### src/rtl/fighter_pkg.sv
// Shared types and constants for the footsies fighter controller.
package fighter_pkg;

  typedef enum logic [2:0] {
    IDLE     = 3'd0,
    WALK_F   = 3'd1,
    WALK_B   = 3'd2,
    STARTUP  = 3'd3,
    ACTIVE   = 3'd4,
    RECOVERY = 3'd5
  } fighter_state_e;

  localparam int H_RES = 640;
  localparam int V_RES = 480;

  // Saturate a signed position to [lo, hi]; callers pass 11-bit signed sums so underflow shows as negative.
  function automatic logic [9:0] clamp_x(input logic signed [10:0] v,
                                         input logic signed [10:0] lo,
                                         input logic signed [10:0] hi);
    if (v < lo)      return lo[9:0];
    else if (v > hi) return hi[9:0];
    else             return v[9:0];
  endfunction

endpackage

### src/rtl/fighter_ctrl_btn_sync.sv
// Two-flop synchroniser for one asynchronous button, plus a one-cycle rising-edge pulse.
module btn_sync
  import fighter_pkg::*;
(
  input  logic clk_pix,
  input  logic sim_rst_n,
  input  logic btn,
  output logic level,
  output logic rise
);

  logic [1:0] sync_reg;
  logic       prev_reg;

  always_ff @(posedge clk_pix or negedge sim_rst_n) begin
    if (!sim_rst_n) begin
      sync_reg <= 2'b00;
      prev_reg <= 1'b0;
    end else begin
      sync_reg <= {sync_reg[0], btn};
      prev_reg <= sync_reg[1];
    end
  end

  assign level = sync_reg[1];
  assign rise  = sync_reg[1] & ~prev_reg;

endmodule

### src/rtl/fighter_ctrl.sv
// Per-frame fighter move/attack controller feeding the raster stage.
// Optional FIGHTER_INPUT_BUFFER_EN: a fire press during RECOVERY chains straight into the next STARTUP.
module fighter_ctrl
  import fighter_pkg::*;
#(
  parameter int X_INIT      = 300,
  parameter int X_MIN       = 0,
  parameter int X_MAX       = 600,
  parameter int SQ_W        = 40,
  parameter int WALK_SPD    = 2,
  parameter int STARTUP_FR  = 4,
  parameter int ACTIVE_FR   = 3,
  parameter int RECOVERY_FR = 8,
  parameter int HIT_W       = 24
) (
  input  logic       clk_pix,
  input  logic       sim_rst_n,
  input  logic       frame_tick,
  input  logic       btn_left,
  input  logic       btn_right,
  input  logic       btn_fire,
  output logic [9:0] pos_x,
  output logic       hit_en,
  output logic [9:0] hit_x0,
  output logic [9:0] hit_x1,
  output logic [2:0] fsm_state
);

  localparam int CNT_MAX = (STARTUP_FR > ACTIVE_FR)
                         ? ((STARTUP_FR > RECOVERY_FR) ? STARTUP_FR : RECOVERY_FR)
                         : ((ACTIVE_FR > RECOVERY_FR) ? ACTIVE_FR : RECOVERY_FR);
  localparam int CNT_W = $clog2(CNT_MAX + 1);

  // Bit order: 0 = left, 1 = right, 2 = fire.
  logic [2:0] btn_raw, btn_lvl, btn_rise;
  assign btn_raw = {btn_fire, btn_right, btn_left};

  genvar gi;
  generate
    for (gi = 0; gi < 3; gi++) begin : g_sync
      btn_sync u_sync (
        .clk_pix   (clk_pix),
        .sim_rst_n (sim_rst_n),
        .btn       (btn_raw[gi]),
        .level     (btn_lvl[gi]),
        .rise      (btn_rise[gi])
      );
    end
  endgenerate

  logic left_lvl, right_lvl, fire_rise, unused_sync;
  assign left_lvl    = btn_lvl[0];
  assign right_lvl   = btn_lvl[1];
  assign fire_rise   = btn_rise[2];
  assign unused_sync = ^{btn_lvl[2], btn_rise[1:0]};

  fighter_state_e   state_reg, state_next;
  logic [CNT_W-1:0] cnt_reg, cnt_next;
  logic [9:0]       pos_reg, pos_next;
  logic             fire_pend_reg, fire_pend_next;
  logic             hit_en_reg;
  logic [9:0]       hit_x0_reg, hit_x1_reg;
  logic             fire_now;
  logic signed [10:0] pos_fwd, pos_back;
`ifdef FIGHTER_INPUT_BUFFER_EN
  logic             buf_fire_reg, buf_fire_next;
`endif

  assign fire_now = fire_pend_reg | fire_rise;
  assign pos_fwd  = $signed({1'b0, pos_reg}) + 11'(WALK_SPD);
  assign pos_back = $signed({1'b0, pos_reg}) - 11'(WALK_SPD);

  always_comb begin
    state_next     = state_reg;
    cnt_next       = cnt_reg;
    pos_next       = pos_reg;
    fire_pend_next = fire_pend_reg | fire_rise;
`ifdef FIGHTER_INPUT_BUFFER_EN
    buf_fire_next  = buf_fire_reg | ((state_reg == RECOVERY) & fire_rise);
`endif
    if (frame_tick) begin
      // Pending fire is consumed or discarded at every tick.
      fire_pend_next = 1'b0;
      case (state_reg)
        IDLE, WALK_F, WALK_B: begin
          if (fire_now) begin
            state_next = STARTUP;
            cnt_next   = CNT_W'(STARTUP_FR - 1);
          end else if (right_lvl && !left_lvl) begin
            state_next = WALK_F;
            pos_next   = clamp_x(pos_fwd, 11'(X_MIN), 11'(X_MAX));
          end else if (left_lvl && !right_lvl) begin
            state_next = WALK_B;
            pos_next   = clamp_x(pos_back, 11'(X_MIN), 11'(X_MAX));
          end else begin
            state_next = IDLE;
          end
        end
        STARTUP: begin
          if (cnt_reg != '0) cnt_next = cnt_reg - CNT_W'(1);
          else begin
            state_next = ACTIVE;
            cnt_next   = CNT_W'(ACTIVE_FR - 1);
          end
        end
        ACTIVE: begin
          if (cnt_reg != '0) cnt_next = cnt_reg - CNT_W'(1);
          else begin
            state_next = RECOVERY;
            cnt_next   = CNT_W'(RECOVERY_FR - 1);
          end
        end
        RECOVERY: begin
          if (cnt_reg != '0) cnt_next = cnt_reg - CNT_W'(1);
          else begin
            state_next = IDLE;
`ifdef FIGHTER_INPUT_BUFFER_EN
            if (buf_fire_reg || fire_rise) begin
              state_next = STARTUP;
              cnt_next   = CNT_W'(STARTUP_FR - 1);
            end
            buf_fire_next = 1'b0;
`endif
          end
        end
        default: state_next = IDLE;
      endcase
    end
  end

  always_ff @(posedge clk_pix or negedge sim_rst_n) begin
    if (!sim_rst_n) begin
      state_reg     <= IDLE;
      cnt_reg       <= '0;
      pos_reg       <= 10'(X_INIT);
      fire_pend_reg <= 1'b0;
      hit_en_reg    <= 1'b0;
      hit_x0_reg    <= 10'(X_INIT + SQ_W);
      hit_x1_reg    <= 10'(X_INIT + SQ_W + HIT_W);
`ifdef FIGHTER_INPUT_BUFFER_EN
      buf_fire_reg  <= 1'b0;
`endif
    end else begin
      state_reg     <= state_next;
      cnt_reg       <= cnt_next;
      pos_reg       <= pos_next;
      fire_pend_reg <= fire_pend_next;
      hit_en_reg    <= (state_next == ACTIVE);
      hit_x0_reg    <= pos_next + 10'(SQ_W);
      hit_x1_reg    <= pos_next + 10'(SQ_W + HIT_W);
`ifdef FIGHTER_INPUT_BUFFER_EN
      buf_fire_reg  <= buf_fire_next;
`endif
    end
  end

  assign pos_x     = pos_reg;
  assign hit_en    = hit_en_reg;
  assign hit_x0    = hit_x0_reg;
  assign hit_x1    = hit_x1_reg;
  assign fsm_state = state_reg;

endmodule
### config.mk
export PLATFORM = sky130hd
export DESIGN_NAME = fighter_ctrl
export DESIGN_NICKNAME = d
export VERILOG_FILES = /design/src/rtl/fighter_pkg.sv /design/src/rtl/fighter_ctrl_btn_sync.sv /design/src/rtl/fighter_ctrl.sv
export SDC_FILE = /design/constraint.sdc
export NUM_CORES = 1
export LEC_CHECK = 0
export BUFFER_PORTS_ARGS = -buffer_cell sky130_fd_sc_hd__buf_2
export CORE_ASPECT_RATIO = 0.8
export CORE_MARGIN = 2
export CORE_UTILIZATION = 57
export CTS_CLUSTER_DIAMETER = 50
export DETAILED_ROUTE_END_ITERATION = 10
export HOLD_SLACK_MARGIN = 0.06
export PLACE_DENSITY = 0.8
export RECOVER_POWER = 50
export SLEW_MARGIN = 15
export SYNTH_ARGS = -nofsm -noshare
export SYNTH_HDL_FRONTEND = slang
export SYNTH_SLANG_ARGS = --single-unit
### constraint.sdc
create_clock -name clk_pix -period 3.29 [get_ports clk_pix]
set_input_delay 0.329 -clock clk_pix [delete_from_list [all_inputs] [get_ports clk_pix]]
set_output_delay 0.329 -clock clk_pix [all_outputs]
set_load 0.02 [all_outputs]
After elaboration in Yosys (flattened, before gate mapping)

Index checks and enable logic that the tools add are counted.

Bits in registers: 46
Input bits: 6
Output and inout bits: 34
Word-level logic and storage cells: 63

Add/sub/neg operators: 5
Order comparisons: 4
Eq/ne operators: 8
Mux-type cells: 23
Bitwise operators: 3
Reduce and logical (&&, ||, !) cells: 9

Operators by type and width:

| cell                                                         | number |
|---|---|
| two-way mux 10 bit                                           | 9 |
| greater-than comparator 11 bit (second input constant)       | 2 |
| less-than comparator 11 x 1 -> 1 bit (second input constant) | 2 |
| two-way mux 4 bit                                            | 4 |
| one-hot mux 4 bit (4 select lines)                           | 1 |
| two-way mux 3 bit                                            | 4 |
| one-hot mux 3 bit (4 select lines)                           | 1 |
| adder 10 x 2 -> 11 bit (second input constant)               | 1 |
| subtractor 10 x 2 -> 11 bit (second input constant)          | 1 |
| adder 10 x 6 -> 10 bit (second input constant)               | 1 |
| adder 10 x 7 -> 10 bit (second input constant)               | 1 |
| == test 3 bit (second input constant)                        | 3 |
| nonzero test 4 bit                                           | 2 |
| == test 3 x 2 -> 1 bit (second input constant)               | 2 |
| two-way mux 2 bit                                            | 3 |
| != test 2 bit (second input constant)                        | 2 |
| AND reduction 4 bit                                          | 1 |
| subtractor 4 x 1 -> 4 bit (second input constant)            | 1 |
| == test 3 x 1 -> 1 bit (second input constant)               | 1 |
| logical NOT 3 bit                                            | 1 |
| OR reduction 3 bit                                           | 1 |
| logical AND 1 bit                                            | 2 |
| logical NOT 1 bit                                            | 2 |
| bitwise AND 1 bit                                            | 1 |
| 3 further kinds                                              | 3 |

Longest topological paths before layout

Word-level depth: 10
Depth in mapped cells: 15
Gate-level depth less buffers: 13

Cells and area by module

From an unflattened synthesis, not the netlist that was laid out.

Cell total of the unflattened synthesis: 290
Area, all modules: 2692.6 sq um

Modules (own cells, without submodules):

| module       | instances | cells each | area each (sq um) | seq. area each (sq um) |
|---|---|---|---|---|
| fighter_ctrl | 1         | 278        | 2426.1            | 737.0 |
| btn_sync     | 3         | 4          | 88.8              | 75.1 |

Least setup slack after synthesis

OpenSTA, ideal clock, no wires.

Path kind: flip-flop to flip-flop
Start point: register, netlist name hit_x1[2]
End point: register hit_x0_reg[9], in the netlist hit_x0[9]
Setup time: 0.080 ns
Data arrival time: 2.915 ns
Data required time: 3.210 ns
Slack: 0.295 ns
Cell stages (with the launch flop): 16
Buffers on the path: 2
Period minus slack after synthesis: 2.995 ns
Cells stage by stage: dfstp_2 > buf_6 > inv_1 > ha_1 > buf_2 > o21bai_1 > a21oi_1 > o21bai_1 > a22oi_2 > nor2_1 > a2111o_1 > nand2_1 > inv_1 > ha_1 > o211ai_1 > xnor2_1

RTL lines:

| element                | line                | text |
|---|---|---|
| end signal: assignment | fighter_ctrl.sv:138 | `hit_x0_reg <= 10'(X_INIT + SQ_W);` |
| end signal: assignment | fighter_ctrl.sv:149 | `hit_x0_reg <= pos_next + 10'(SQ_W);` |
| end: declaration       | fighter_ctrl.sv:62  | `logic [9:0] hit_x0_reg, hit_x1_reg;` |

==> flow_summary_export.csv <==
group,metric,value,unit
power,p_leak,1.16,nW
sta,hold_viol,0,
worst_setup_path,endpoint_kind,"flip-flop",
sta,worstMarginPinSlew,1.80,ns
place,gp_congestion,1.01,
sta,post-route-min-period,3.07,ns
worst_setup_path,crit-reg2reg-launch,"hit_x1[2]",
synth,synth_edf_count,0,
sta,skew,0.00560,ns
place,numPlacedInstances,361,
synth,ys_ff_latch,36,
place,dp_slack,0.124,ns
worst_setup_path,critPathKind,"reg2reg",
detailed_routing,wl_per_cell,15.7,um
finish,drive_gt1_share,23.9,%
synth,synthMuxAreaShare,0.972,%
synth,syn_area,2570,um^2
sta,maxSlewHeadroom,-20.1,%
worst_setup_path,critPathLaunchType,"flip-flop",
floorplanning,floorplan.initialDensity,60.5,%
clock_tree,hold_buffers,0,
global_routing,grt_pass1_wl,10100,um
worst_setup_path,critPathLaunch,"hit_x1[2]",
place,port_buffers,36,
power,p_total,2.60,mW
finish,final_core_util,65.6,%
worst_setup_path,required,3.49,ns
floorplanning,design.die.area,5070,um^2
finish,area_growth,8.41,%
floorplanning,die_h,64.1,um
sta,fmax,326,MHz
worst_setup_path,cp_cell_sequence,"ha_2, nand2_1, or4_1, nand3_2, a211oi_1, a2111o_1, nand2_1, inv_1, ha_1, o211ai_1, xnor2_1",
status,status,"finished with violations",
min_path,hold_depth,1,
worst_setup_path,cp.arrival,3.27,ns
synth,synthSimpleGateAreaFrac,21.8,%
worst_setup_path,rr_endpoint,"hit_x0[9]",
synth,synth.distinct_cells,71,
worst_setup_path,r2r_slack,0.22,ns
detailed_routing,avgViaCountPerCell,5.96,
detailed_routing,final_antenna_net_count,0,
place,dpl.hpwl,4280,um
finish,largest_register_ffs,9,
finish,diodes,0,
clock_tree,cts_max_path_buffers,2,
detailed_routing,dr.first_iter.drc_count,285,
clock_tree,cts_tree,"done",
worst_setup_path,cpMaxStageDelayCell,"dfstp_2",
clock_tree,cts-htree-levels,2,
synth,ys.flop_type,"dfrtp_1",
finish,nFillCells,375,
synth,synth_top_family_by_area,"compound AO/OA/AOI/OAI gates",
synth,yosysWarnings,0,
global_routing,grt_max_degree,37,
global_routing,grt_pass1_vias,2055,
sta,drv_slew,37,
clock_tree,clock_sinks,36,
synth,syn_avg_cell_area,9.03,um^2
power,power_density,930,nW/um^2
worst_setup_path,reg2reg_depth,11,
finish,multi_input_area,1410,um^2
finish,finalNonFillerCells,371,
status,violations,"max-capacitance violations, max-slew violations",
worst_setup_path,critical_path.most_common_cell,"nand2_1",
clock_tree,clk_pin_slew,0.07,ns
synth,synth_fa_ha_area_share,4.76,%
detailed_routing,dr.pass1.iters,5,
floorplanning,rows,21,
synth,synth_compound_area_share,22.4,%
sta,grt_setup_unrepaired,"false",
clock_tree,cts-root-buf,"clkbuf_8",
detailed_routing,num_vias,2212,
finish,nets,328,
sta,min_period_over_period,93.3,%
global_routing,grtUsageTotal,25.3,%
flow_run,cap_violations,1,
worst_setup_path,cpPeakStageDelay,0.58,ns
global_routing,grt_overflow,0,
sta,tns,0,ns
floorplanning,die_x,79.1,um
floorplanning,io_pins,40,
detailed_routing,drc_errors,0,
sta,finalWorstSetupSlack,0.222,ns
power,irDropWorstVdd,0.529,mV
synth,ys_seq_area_share,35.4,%
clock_tree,worstSkewPairLatency,0.28,ns
synth,async_reset_ff_share,100,%
detailed_routing,wirelength,5830,um
sta,setup_viol,0,
min_path,min_path_type,"in2reg",
worst_setup_path,crit_end,"hit_x0[9]",
synth,synth_xor_area_share,4.08,%
finish,register_area,912,um^2
floorplanning,coreArea,4260,um^2
global_routing,antenna_found_initial,0,
worst_setup_path,cp_max_fo,8,
synth,syn_inst,285,
clock_tree,cts-buffers-inserted,5,
==> worst min-delay path by stage <==
stage / from / end / slack (ns)
after floorplan: sim_rst_n / cnt_reg[0] / 0.03
after detailed placement: g_sync[0].u_sync.sync_reg[0] / g_sync[0].u_sync.sync_reg[1] / 0.34
after global routing: btn_fire / g_sync[2].u_sync.sync_reg[0] / 0.13
after CTS: sim_rst_n / hit_en / 0.13
after global placement: g_sync[0].u_sync.sync_reg[0] / g_sync[0].u_sync.sync_reg[1] / 0.33
final: btn_fire / g_sync[2].u_sync.sync_reg[0] / 0.15
==> through the flow <==
stage	hold WS, ns	area (um^2)
after global routing	0.133	2790
after global placement	0.332	2680
final	0.148	2790
after floorplan	0.0334	2580
after detailed placement	0.339	2680
after CTS	0.129	2780
==> layer usage <==
layer | wire length (um) | GRT usage, %
met2 | 2560 | 35.5
met5 | 0 | 0
met1 | 2770 | 38.4
met4 | 49 | 7.54
met3 | 451 | 6.07
==> cell families (layout without fill, tap and decap cells) <==
kind of cell             Yosys count  after routing
adder cells (fa/ha/maj)           10             10
multiplexers                       2              2
XOR/XNOR                          12             12
AND/OR/NAND/NOR                   99             99
flip-flops                        36             36
buffers and inverters             42             69
AO/OA/AOI/OAI                     83             83
other                              1              3
==> cells in the final DEF, fill, tap and decap left out, types with 10 or more instances in the layout <==
master and instances:
a21oi_1 17, buf_2 28, buf_4 10, dfrtp_1 27, inv_1 14, nand2_1 13
nand3_1 10, nor2_1 21, nor3_1 10, o21ai_0 19
==> report_power, final <==
part,switching [mW],internal (mW)
Clock,0.147,0.191
Combinational,0.913,0.574
Sequential,0.163,0.608
Total,1.22,1.37
==> worst max-delay path, delay by kind of cell, from the launching register on <==
| kind | cells | cell delay [ns] |
|---|---|---|
| and+or+nand+nor | 4 | 0.96 |
| AOI/OAI and AO/OA | 3 | 0.74 |
| DFF | 1 | 0.58 |
| adders and majority gates | 2 | 0.48 |
| xor gates and xnor gates | 1 | 0.15 |
| buffers and inverters | 1 | 0.06 |
==> layout make-up <==
cell class	count	share of cell area, %
clock buffer	8	3.59
inverter	15	2.02
multi-input combinational	209	50.4
sequential	36	32.7
tap	57	2.55
timing repair buffer	46	8.79
==> timing repair <==
action | CTS | global route
gates resized for setup | 0 | 2
buffers inserted | 0 | 2
endpoints found under the setup margin | 0 | 3
hold endpoints to repair | 0 | 0
==> cells in the mapped netlist (all sizes together) (4+ instances only) <==
| cell | instances | area share [%] |
|---|---|---|
| o22ai | 5 | 1.2 |
| dfstp | 9 | 9.2 |
| nor3 | 12 | 2.7 |
| nand3 | 12 | 2.7 |
| buf | 20 | 6.0 |
| a21oi | 17 | 3.3 |
| nand2 | 13 | 1.9 |
| or3 | 5 | 1.4 |
| nor2 | 23 | 3.5 |
| clkbuf | 7 | 2.2 |
| ha | 9 | 4.4 |
| dfrtp | 27 | 26 |
| nor2b | 6 | 1.5 |
| and2 | 4 | 0.97 |
| inv | 15 | 2.2 |
| o31ai | 4 | 1.7 |
| o21ai | 25 | 5.0 |
| xnor2 | 9 | 3.1 |
| nand2b | 7 | 1.7 |
Note: power is estimated with default switching activity, not from simulation.
